## config.mk

```make
export PLATFORM = sky130hd
export DESIGN_NAME = ppi_kbd_ctrl
export DESIGN_NICKNAME = d
export VERILOG_FILES = /design/src/rtl/ppi_kbd_ctrl.sv
export SDC_FILE = /design/constraint.sdc
export NUM_CORES = 1
export LEC_CHECK = 0
export CORE_ASPECT_RATIO = 1.5
export CORE_UTILIZATION = 55
export DETAILED_ROUTE_END_ITERATION = 10
export PLACE_DENSITY_LB_ADDON = 0.25
export SLEW_MARGIN = 20
export SYNTH_ARGS = -nofsm -noshare
export SYNTH_HDL_FRONTEND = slang
export SYNTH_SLANG_ARGS = --single-unit
```

## constraint.sdc

```tcl
create_clock -name clk -period 2.7 [get_ports clk]
set_input_delay 0.81 -clock clk [delete_from_list [all_inputs] [get_ports clk]]
set_output_delay 0.81 -clock clk [all_outputs]
set_load 0.03 [all_outputs]
```

## src/rtl/ppi_kbd_ctrl.sv

```systemverilog
// rtl/ppi_kbd_ctrl.sv - keyboard deserialiser, scan-code FIFO and PPI port-A/IRQ1 handshake
// Optional: define KBD_PARITY_CHECK_EN to reject frames with bad odd parity.
module ppi_kbd_ctrl #(
   parameter int FIFO_DEPTH  = 8,
   parameter int TIMEOUT_CYC = 50000,
   parameter int SYNC_STAGES = 2
) (
   input  logic       clk,
   input  logic       rst_n,
   input  logic       kbd_clk,
   input  logic       kbd_data,
   input  logic       pb_clear,
   input  logic       pb_kclk_en,
   output logic [7:0] pa_data,
   output logic       irq1,
   output logic       kbd_clk_oe,
   output logic       overflow,
   output logic       frame_err
);

   localparam int AW = (FIFO_DEPTH > 1) ? $clog2(FIFO_DEPTH) : 1;
   localparam int CW = $clog2(FIFO_DEPTH + 1);
   localparam int TW = $clog2(TIMEOUT_CYC + 1);

   localparam logic [1:0] RX_IDLE = 2'd0;
   localparam logic [1:0] RX_DATA = 2'd1;
   localparam logic [1:0] RX_PAR  = 2'd2;
   localparam logic [1:0] RX_STOP = 2'd3;

   localparam logic [1:0] P_WAIT  = 2'd0;
   localparam logic [1:0] P_HOLD  = 2'd1;
   localparam logic [1:0] P_CLEAR = 2'd2;

   logic [SYNC_STAGES-1:0] clk_sync, dat_sync;
   logic                   kclk_prev;
   logic                   fall, kdat;

   logic [1:0]    rx_state;
   logic [2:0]    bitcnt;
   logic [7:0]    shreg;
   logic [TW-1:0] tcnt;
   logic          par_ok, push_req, timeout_hit;

   logic [7:0]    mem [FIFO_DEPTH];
   logic [AW-1:0] wr_ptr, rd_ptr;
   logic [CW-1:0] count;
   logic          full, empty, do_push, do_pop;

   logic [1:0]    p_state;
   logic          pb_clear_q, clr_rise;

   always_ff @(posedge clk or negedge rst_n) begin
      if (!rst_n) begin
         clk_sync  <= '1;
         dat_sync  <= '1;
         kclk_prev <= 1'b1;
      end else begin
         clk_sync  <= {clk_sync[SYNC_STAGES-2:0], kbd_clk};
         dat_sync  <= {dat_sync[SYNC_STAGES-2:0], kbd_data};
         kclk_prev <= clk_sync[SYNC_STAGES-1];
      end
   end

   assign fall = kclk_prev & ~clk_sync[SYNC_STAGES-1];
   assign kdat = dat_sync[SYNC_STAGES-1];

`ifdef KBD_PARITY_CHECK_EN
   logic par_bit;
   always_ff @(posedge clk or negedge rst_n) begin
      if (!rst_n)
         par_bit <= 1'b0;
      else if (rx_state == RX_PAR && fall)
         par_bit <= kdat;
   end
   assign par_ok = ^{shreg, par_bit};
`else
   assign par_ok = 1'b1;
`endif

   assign timeout_hit = (rx_state != RX_IDLE) && !fall && (tcnt == TW'(TIMEOUT_CYC - 1));
   assign push_req    = pb_kclk_en && (rx_state == RX_STOP) && fall && kdat && par_ok;

   // Inhibit wins over everything and discards silently; timeout aborts loudly.
   always_ff @(posedge clk or negedge rst_n) begin
      if (!rst_n) begin
         rx_state  <= RX_IDLE;
         bitcnt    <= 3'd0;
         shreg     <= 8'h00;
         tcnt      <= '0;
         frame_err <= 1'b0;
      end else begin
         frame_err <= 1'b0;
         if (!pb_kclk_en) begin
            rx_state <= RX_IDLE;
            tcnt     <= '0;
         end else if (timeout_hit) begin
            rx_state  <= RX_IDLE;
            tcnt      <= '0;
            frame_err <= 1'b1;
         end else begin
            if (fall || rx_state == RX_IDLE)
               tcnt <= '0;
            else
               tcnt <= tcnt + 1'b1;
            if (fall) begin
               case (rx_state)
                  RX_IDLE: if (!kdat) begin
                     rx_state <= RX_DATA;
                     bitcnt   <= 3'd0;
                  end
                  RX_DATA: begin
                     shreg  <= {kdat, shreg[7:1]};
                     bitcnt <= bitcnt + 3'd1;
                     if (bitcnt == 3'd7)
                        rx_state <= RX_PAR;
                  end
                  RX_PAR:  rx_state <= RX_STOP;
                  default: begin
                     rx_state <= RX_IDLE;
                     if (!(kdat && par_ok))
                        frame_err <= 1'b1;
                  end
               endcase
            end
         end
      end
   end

   assign full     = (count == CW'(FIFO_DEPTH));
   assign empty    = (count == '0);
   assign do_push  = push_req & ~full;
   assign do_pop   = (p_state == P_WAIT) && !empty && !pb_clear;
   assign clr_rise = pb_clear & ~pb_clear_q;

   always_ff @(posedge clk) begin
      if (do_push)
         mem[wr_ptr] <= shreg;
   end

   always_ff @(posedge clk or negedge rst_n) begin
      if (!rst_n) begin
         wr_ptr     <= '0;
         rd_ptr     <= '0;
         count      <= '0;
         overflow   <= 1'b0;
         kbd_clk_oe <= 1'b0;
      end else begin
         if (do_push)
            wr_ptr <= wr_ptr + 1'b1;
         if (do_pop)
            rd_ptr <= rd_ptr + 1'b1;
         if (do_push && !do_pop)
            count <= count + 1'b1;
         else if (!do_push && do_pop)
            count <= count - 1'b1;
         // A drop in the same cycle as an ack still leaves overflow set.
         if (push_req && full)
            overflow <= 1'b1;
         else if (clr_rise)
            overflow <= 1'b0;
         kbd_clk_oe <= ~pb_kclk_en | full;
      end
   end

   always_ff @(posedge clk or negedge rst_n) begin
      if (!rst_n) begin
         p_state    <= P_WAIT;
         pb_clear_q <= 1'b0;
         pa_data    <= 8'h00;
         irq1       <= 1'b0;
      end else begin
         pb_clear_q <= pb_clear;
         case (p_state)
            P_WAIT: if (do_pop) begin
               pa_data <= mem[rd_ptr];
               irq1    <= 1'b1;
               p_state <= P_HOLD;
            end
            P_HOLD: if (clr_rise) begin
               pa_data <= 8'h00;
               irq1    <= 1'b0;
               p_state <= P_CLEAR;
            end
            default: if (!pb_clear)
               p_state <= P_WAIT;
         endcase
      end
   end

endmodule

```

# Word-level counts from Yosys, hierarchy flattened
# Memories as Yosys holds them, arrays and structs flattened.
# Cells that the tools add are included.
# classes
add_sub_neg	6
mul	0
div_mod_pow	0
order_cmp	0
n_eq_ne	14
n_shift	0
muxes	31
bitwise_logic	9
reduce_logical	30
# op_table
operator	n
$mux 16	3
$add 16x1->16 const B	1
$eq 16x16->1 const B	1
$mux 2	8
$mux 8	2
$pmux 8 s2	1
$logic_and 1x1->1	10
$mux 1	10
$reduce_bool 2->1	5
$add 3x1->3 const B	3
$reduce_and 3->1	3
$mux 4	2
$ne 4x4->1 const B	2
$ne 2x2->1 const B	3
$ne 3x1->1 const B	2
$pmux 2 s3	1
$pmux 3 s2	1
$logic_not 1->1	5
$not 1->1	5
$reduce_and 5->1	1
$add 4x1->4 const B	1
$eq 2x1->1 const B	2
$eq 2x2->1 const B	2
$eq 4x4->1 const B	1
other kinds (12)	15
# totals
regBits	59
latch_bits	0
ram_bits	64
rom_bits	0
input_bits	6
n_memories	1
# mem_list
memory	depth	width	rd	rd_ports_with_merged_regs	wr	line_no	rtl
mem	8	8	1	0	1	44	logic [7:0] mem [FIFO_DEPTH];

# Depth between registers and ports, before layout
# Gate-level depths: netlist (run 1).
# logic_depth
word_depth	9
depth_mapped	11
ltp_nobuf	10

# Worst setup path before layout (run 1)
# Ideal clock, no wire load.
# synth_path
path_kind	input-to-reg
from	input pb_kclk_en
to	register count[3]
setup_time_ns	0.136
t_arrival_ns	2.627
setup_slack_ns	-0.063
stages	9
n_path_buf	2
path_cell_list	clkbuf_1 > and4_4 > buf_6 > ha_1 > inv_1 > ha_1 > a21o_1 > a2111oi_0 > o31ai_1
# synth_via
elab_chain_cells	7
elab_cells_between_ends	9
classes_between	1 x mux; 1 x bitwise; 7 x reduce/logical
# synth_rtl
item	line_no	rtl
start: declaration	13	input logic pb_kclk_en,
$logic_and 1x1->1 (*) (3 in a row)	81	assign push_req = pb_kclk_en && (rx_state == RX_STOP) && fall && kdat && par_ok;
$and 1x1->1 (*)	131	assign do_push = push_req & ~full;
net do_push	47	logic full, empty, do_push, do_pop;
$logic_not 1->1	154	else if (!do_push && do_pop)
$logic_and 1x1->1	154	
$reduce_bool 2->1 (no source line)	n/a	
end signal: assignment	153	count <= count + 1'b1;
end signal: assignment	155	count <= count - 1'b1;
end: declaration	46	logic [CW-1:0] count;
# Mark *: on every way through the listed nets, which the timed path passes. The rest lies on a longest branch.
# A chain may end at the register's enable or synchronous reset.

# Worst setup path after layout (run 1)
# layout_path
from	input pb_clear
to	register count[3]
# layout_via
elab_chain_cells	5
elab_cells_between_ends	7
classes_between	1 x mux; 6 x reduce/logical
# layout_rtl
item	line_no	rtl
start: declaration	12	input logic pb_clear,
$logic_not 1->1 (*)	n/a	
$logic_and 1x1->1 (*)	132	assign do_pop = (p_state == P_WAIT) && !empty && !pb_clear;
$logic_not 1->1	152	if (do_push && !do_pop)
$logic_and 1x1->1	152	
$mux 4 / $reduce_bool 2->1 (equally long branches)	n/a	
# Mark *: on every way between the ends. The rest lies on a longest branch, timed or not.

==> metrics.txt, run 1 <==
die area=9860 um2; distinct cell type count of the synthesized netlist=48; Hold Vio Cnt, Final=0; fmax=0.389 GHz; Switching Fraction=25.6%; Int Power=4.48 mW; worst vdd ir=0.000631 V; Setup CP Type=in -> reg; via count of the routed design=2942; chip width=81.4 um; Synth Register Bits=123; Cell Pwr Density=956 nW/um2; Slew HR=54.4%; Num Clock Sinks=123; Reg power frac=39.2%; Setup Fix Bufs, Post-CTS=0; Filler Cell Count=604; DP HPWL=6.16 mm; # setup viols final=0; register area share after synthesis=65.4%; remaining global-route overflow=0; Post-Place Cells=486; WHS Endpoint=clk_sync[1]$_DFF_PN1_; Clk Latency, worst-skew pair=0.41 ns; post-synth net total=361; initial antenna violation count=0; max-slew violation count=0; first-pass GRT wire length=15.1 mm; Period Utilization, post-route=95.3%; top cells by area, synth=edfxtp_1 37%, dfrtp_1 26%, mux4_2 4.8%, ha_1 2.9%, xnor2_1 2.7%; share of Yosys cell area claimed by the top area cell type=36.9%; Setup crit start kind=primary input; cell taking the most area after synthesis=edfxtp_1; maximum fanout along the worst path=3; Vias/cell=5.68; reg-to-reg endpoint=count[3]$_DFFE_PN0P_; area grow syn2layout=21.0%; Reg2Reg Depth=8; most instantiated library cell after synthesis=edfxtp_1; ys flop type=edfxtp_1; worst slack, placed=-0.342 ns; Nets=412; clock tree root driver cell=clkbuf_16; overall routed net length=9.26 mm; # Max-Cap Violations=0; layout cells sized above 1=22.7%; RSZ-0062 raised after global routing=false; Port Buffers=17; crit end category=flop; hold crit path type=reg -> reg; CTS Buf Count=17; Worst Path Required=2.98 ns; post-synthesis area per instance=15.2 um2; Sequential Area=3400 um2; worst path arrival time=2.86 ns; Rows=43; synthesized area=5200 um2; hold_sp=clk_sync[0]$_DFF_PN1_; Syn. warnings=0; hold depth=0; cell count after synthesis=342; vias in the first global route=3051; DRT Pass-1 Iters=4; DR iter-0 viols=160; combinational share of power=19.0%; RePlAce Congestion=0.799; Post-synth top cells=64 x edfxtp_1, 54 x dfrtp_1, 33 x nor2_1; Worst R2R Setup Slack=0.16 ns; Ports=18; RR Startpoint=count[3]$_DFFE_PN0P_; ANT nets after route=0; largest net degree at the start of global routing=60; Clk pwr share=41.8%; DRC Markers=0; TritonCTS clock tree=yes; H-tree levels=4; final clock skew=0.00663 ns; setup slack after layout=0.127 ns; Synth async-reset ratio=48.0%; Layout Cells excl Fill=518; Diodes inserted=0; CTS Buffer Depth=2; starting density of the core=56.6%; status=complete, no violations; die height=121 um; Clock transition at path regs=0.05 ns; wire length per cell=17.9 um; core area=9200 um2; Post-synth EDFFs=64; Tmin final=2.57 ns; leakage=2.42 nW; area taken by multi-input logic gates=1680 um2; Tot GR Track Use=21.7%; Psw=1.54 mW; Worst-Margin Slew=0.684 ns
[worst max-delay path by stage]
| stage | startpoint | to | slack [ns] | cells past startpoint |
|---|---|---|---|---|
| floorplan | pb_clear | count[3]$_DFFE_PN0P_ | 0.02 | 8 |
| global placement | pb_clear | count[3]$_DFFE_PN0P_ | -0.25 | 9 |
| global route | pb_clear | count[3]$_DFFE_PN0P_ | 0.03 | 9 |
| CTS | pb_clear | count[3]$_DFFE_PN0P_ | 0.04 | 9 |
| detailed placement | pb_clear | count[3]$_DFFE_PN0P_ | -0.34 | 9 |
| finish | pb_clear | count[3]$_DFFE_PN0P_ | 0.13 | 9 |
[final cells by class]
class / count / share of cell area, %
clock inverters: 13 / 3.52
repair buffers: 42 / 5.80
inverters: 14 / 0.835
flip-flops and latches: 123 / 54.1
well taps: 112 / 2.23
clock buffers: 19 / 6.88
multi-input cells: 195 / 26.7
[critical path, stage by stage]
cell,delay (ns)
clkdlybuf4s50_1,0.46
nor4_4,0.26
inv_1,0.10
ha_1,0.21
inv_1,0.08
ha_1,0.23
a21o_1,0.22
a2111oi_2,0.36
o31ai_1,0.13
[stage by stage]
stage	setup TNS (ns)	total power [mW]	area, um2	util [%]	hold WS (ns)
finish	0	6.02	6300	68.4	0.355
global route	0	6.26	6300	68.4	0.357
CTS	0	6.04	6270	68.2	0.357
detailed placement	-0.558	3.51	5620	61.1	0.349
global placement	-0.388	3.48	5620	61.1	0.348
floorplan	0	3.17	5200	-	0.345
[kinds of logic after synthesis]
kind of cell / count (synthesis) / share of synthesized area (%)
buffers and inverters: 24 / 2.77
AOI/OAI and AO/OA: 28 / 4.21
DFF: 123 / 65.4
and+or+nand+nor: 104 / 10.6
adders and majority gates: 13 / 3.27
xor gates and xnor gates: 19 / 3.20
muxes: 31 / 10.5
[registers in the layout, summed over array words and instances, names as in the netlist, 2 cells and up]
register / flops
rx_state: 2
count: 4
mem: 64
bitcnt: 3
shreg: 8
tcnt: 16
rd_ptr: 3
clk_sync: 2
pa_data: 8
p_state: 2
dat_sync: 2
wr_ptr: 3
[power by group through the flow]
stage / clock, mW / sequential [mW] / combinational, mW
floorplan: 0 / 2.44 / 0.731
global placement: 0 / 2.38 / 1.10
detailed placement: 0 / 2.39 / 1.12
CTS: 2.55 / 2.36 / 1.13
global route: 2.63 / 2.39 / 1.24
finish: 2.52 / 2.36 / 1.14
[layout by cell type, fill, tap and decap left out, types with 3 or more instances in the layout]
| cell type | synthesis | routed |
|---|---|---|
| edfxtp_1 | 64 | 64 |
| dfrtp_1 | 54 | 54 |
| nor2_1 | 33 | 33 |
| buf_4 | 0 | 24 |
| clkbuf_16 | 0 | 17 |
| xnor2_1 | 16 | 16 |
| clkdlybuf4s50_1 | 0 | 16 |
| inv_1 | 14 | 14 |
| nand2_1 | 13 | 13 |
| ha_1 | 12 | 12 |
| nor3_1 | 11 | 11 |
| mux4_2 | 11 | 11 |
| nand3_1 | 10 | 10 |
| mux2_2 | 10 | 10 |
| and3_1 | 9 | 9 |
| a221o_1 | 8 | 8 |
| bufinv_16 | 0 | 6 |
| nand4_1 | 5 | 5 |
| o21ai_0 | 5 | 5 |
| mux4_1 | 5 | 5 |
| dfstp_2 | 5 | 5 |
| clkinv_2 | 0 | 5 |
| nand2b_1 | 4 | 4 |
| mux2i_1 | 4 | 4 |
| a22o_1 | 4 | 4 |
| nor2b_1 | 3 | 3 |
| nor4_1 | 3 | 3 |
| xor2_1 | 3 | 3 |
| a21oi_1 | 3 | 3 |
[what timing repair did]
item,CTS,global route
gates resized for setup,0,4
endpoints found under the setup margin,0,1
hold buffers,0,0
[per-layer routing]
layer / up-vias / track usage (%) / wire (um)
met2: 43 / 37.2 / 5040
met3: 14 / 6.02 / 236
met1: 1497 / 24.6 / 3820
met5: - / 0 / 0
met4: 0 / 9.82 / 163
li1: 1388 / - / -
Note: power is estimated with default switching activity, not from simulation.
==> run 2: changes to the inputs <==
clock period = 2.8 ns   (was 2.7 ns; I/O delays follow)
==> metrics.txt, run 2 (synthesis gave the netlist of run 1 again) <==
Clk Latency, worst-skew pair=0.41 ns (about the same); Tot GR Track Use=22.4% (+0.65 points); # setup viols final=0 (unchanged); die height=121 um (unchanged); largest net degree at the start of global routing=60 (unchanged); die area=9860 um2 (unchanged); final clock skew=0.00515 ns (-0.00148 ns); wire length per cell=18.2 um (+1.7%); H-tree levels=4 (unchanged); DRC Markers=0 (unchanged); Diodes inserted=0 (unchanged); layout cells sized above 1=21.6% (-1.1 points); Cell Pwr Density=876 nW/um2 (-8.3%); crit path from=pb_clear; Nets=409 (-0.73%); max-slew violation count=0 (unchanged); maximum fanout along the worst path=3 (unchanged); DP HPWL=6.25 mm (+1.4%); largest register by flop count=mem; Rows=43 (unchanged); Ports=18 (unchanged); first-pass GRT wire length=15.6 mm (+3.8%); total power=5.41 mW (-10%); core area=9200 um2 (unchanged); ANT nets after route=0 (unchanged); Period Utilization, post-route=93.7%; status=complete, no violations; Worst R2R Setup Slack=0.20 ns (+0.04 ns); Slew HR=49.7% (-4.7 points); hold_sp=clk_sync[0]$_DFF_PN1_; TritonCTS clock tree=yes; clock tree root driver cell=clkbuf_16; most common cell after layout, fill and taps aside=edfxtp_1; Port Buffers=17 (unchanged); commonest cells after routing, fill and taps aside=64 x edfxtp_1, 54 x dfrtp_1, 33 x nor2_1, 21 x buf_4, 17 x clkbuf_16; Setup CP Type=in -> reg; RSZ-0062 raised after global routing=false; vias in the first global route=3065 (+0.46%); post-route cell area=6180 um2 (-1.9%); worst path arrival time=2.90 ns (+0.04 ns); remaining global-route overflow=0 (unchanged); Num Clock Sinks=123 (unchanged); leakage=2.36 nW (-2.6%); Worst-Margin Slew=0.755 ns (+0.0708 ns); hold buffers post-CTS=0 (unchanged); crit end category=flop; DRT Pass-1 Iters=5 (+1); RePlAce Congestion=0.825 (+3.2%); Setup crit start kind=primary input; area grow syn2layout=18.7%; Vias/cell=5.71 (+0.55%); Resize count post-CTS=0 (unchanged); RR Startpoint=count[1]$_DFFE_PN0P_; Tmin final=2.62 ns; # Max-Cap Violations=0 (unchanged); hold crit path type=reg -> reg; chip width=81.4 um (unchanged); Regs by FF count=mem (64), tcnt (16); starting density of the core=56.6% (unchanged); Hold Vio Cnt, Final=0 (unchanged); Clock transition at path regs=0.05 ns (about the same); via count of the routed design=2941 (-0.034%); worst vdd ir=0.000636 V (+0.82%); number of flip-flops in the largest register=64 (unchanged); Setup Fix Bufs, Post-CTS=0 (unchanged); dpl cell area=5600 um2 (-0.40%); DR iter-0 viols=188 (+18%); fmax=0.381 GHz; CTS Buf Count=17 (unchanged); Worst Path Required=3.08 ns (+0.10 ns); initial antenna violation count=0 (unchanged); overall routed net length=9.36 mm (+1.1%); CTS Buffer Depth=2 (unchanged)
==> run 2: metrics by stage <==
step / setup TNS, ns / hold WS [ns] / setup slack [ns] / cells / utilization (%)
after CTS: 0 / 0.357 / 0.164 / 515 / 67.1
after detailed placement: -0.367 / 0.348 / -0.270 / 483 / 60.8
after global placement: -0.185 / 0.347 / -0.167 / 483 / 60.8
after floorplan: 0 / 0.345 / 0.00725 / 342 / -
final: 0 / 0.356 / 0.177 / 515 / 67.1
after global routing: 0 / 0.358 / 0.0237 / 515 / 67.1
==> run 2: area by class of cell <==
type                       instances  area (um2)
tap                              112         140
fill                             620        3020
sequential                       123        3400
clock buffer                      20         457
multi-input combinational        195        1660
timing repair buffer              39         343
inverter                          14        52.6
clock inverter                    12         123
==> run 2: where the power goes <==
part / leakage (nW) / internal, mW / switching [mW] / total [mW]
Sequential: 1.33 / 2.07 / 0.201 / 2.28
Combinational: 0.747 / 0.547 / 0.497 / 1.04
Clock: 0.277 / 1.34 / 0.748 / 2.09
Total: 2.36 / 3.97 / 1.45 / 5.41
==> run 2: critical path, stage by stage <==
cell             delay [ns]
clkdlybuf4s50_1        0.44
nor4_2                 0.26
inv_1                  0.11
ha_1                   0.21
inv_1                  0.08
ha_1                   0.23
a21o_1                 0.21
a2111oi_1              0.38
o31ai_1                0.14
==> run 2: path summary, 6_finish.rpt <==
kind / to / cells after the start
max in group asynchronous: kclk_prev$_DFF_PN1_ / 2
max: count[3]$_DFFE_PN0P_ / 9
min reg2reg: clk_sync[1]$_DFF_PN1_ / 0
max reg2reg: count[3]$_DFFE_PN0P_ / 8
min: clk_sync[1]$_DFF_PN1_ / 0
min in group asynchronous: tcnt[14]$_DFF_PN0_ / 2
==> run 2: layer usage <==
metal / track usage [%] / part of all wire, % / vias to the layer above
met2: 37.9 / 54 / 56
met4: 10.7 / 2.3 / 0
met5: 0 / 0 / -
met1: 25.6 / 40 / 1494
li1: - / - / 1378
met3: 6.09 / 2.7 / 13
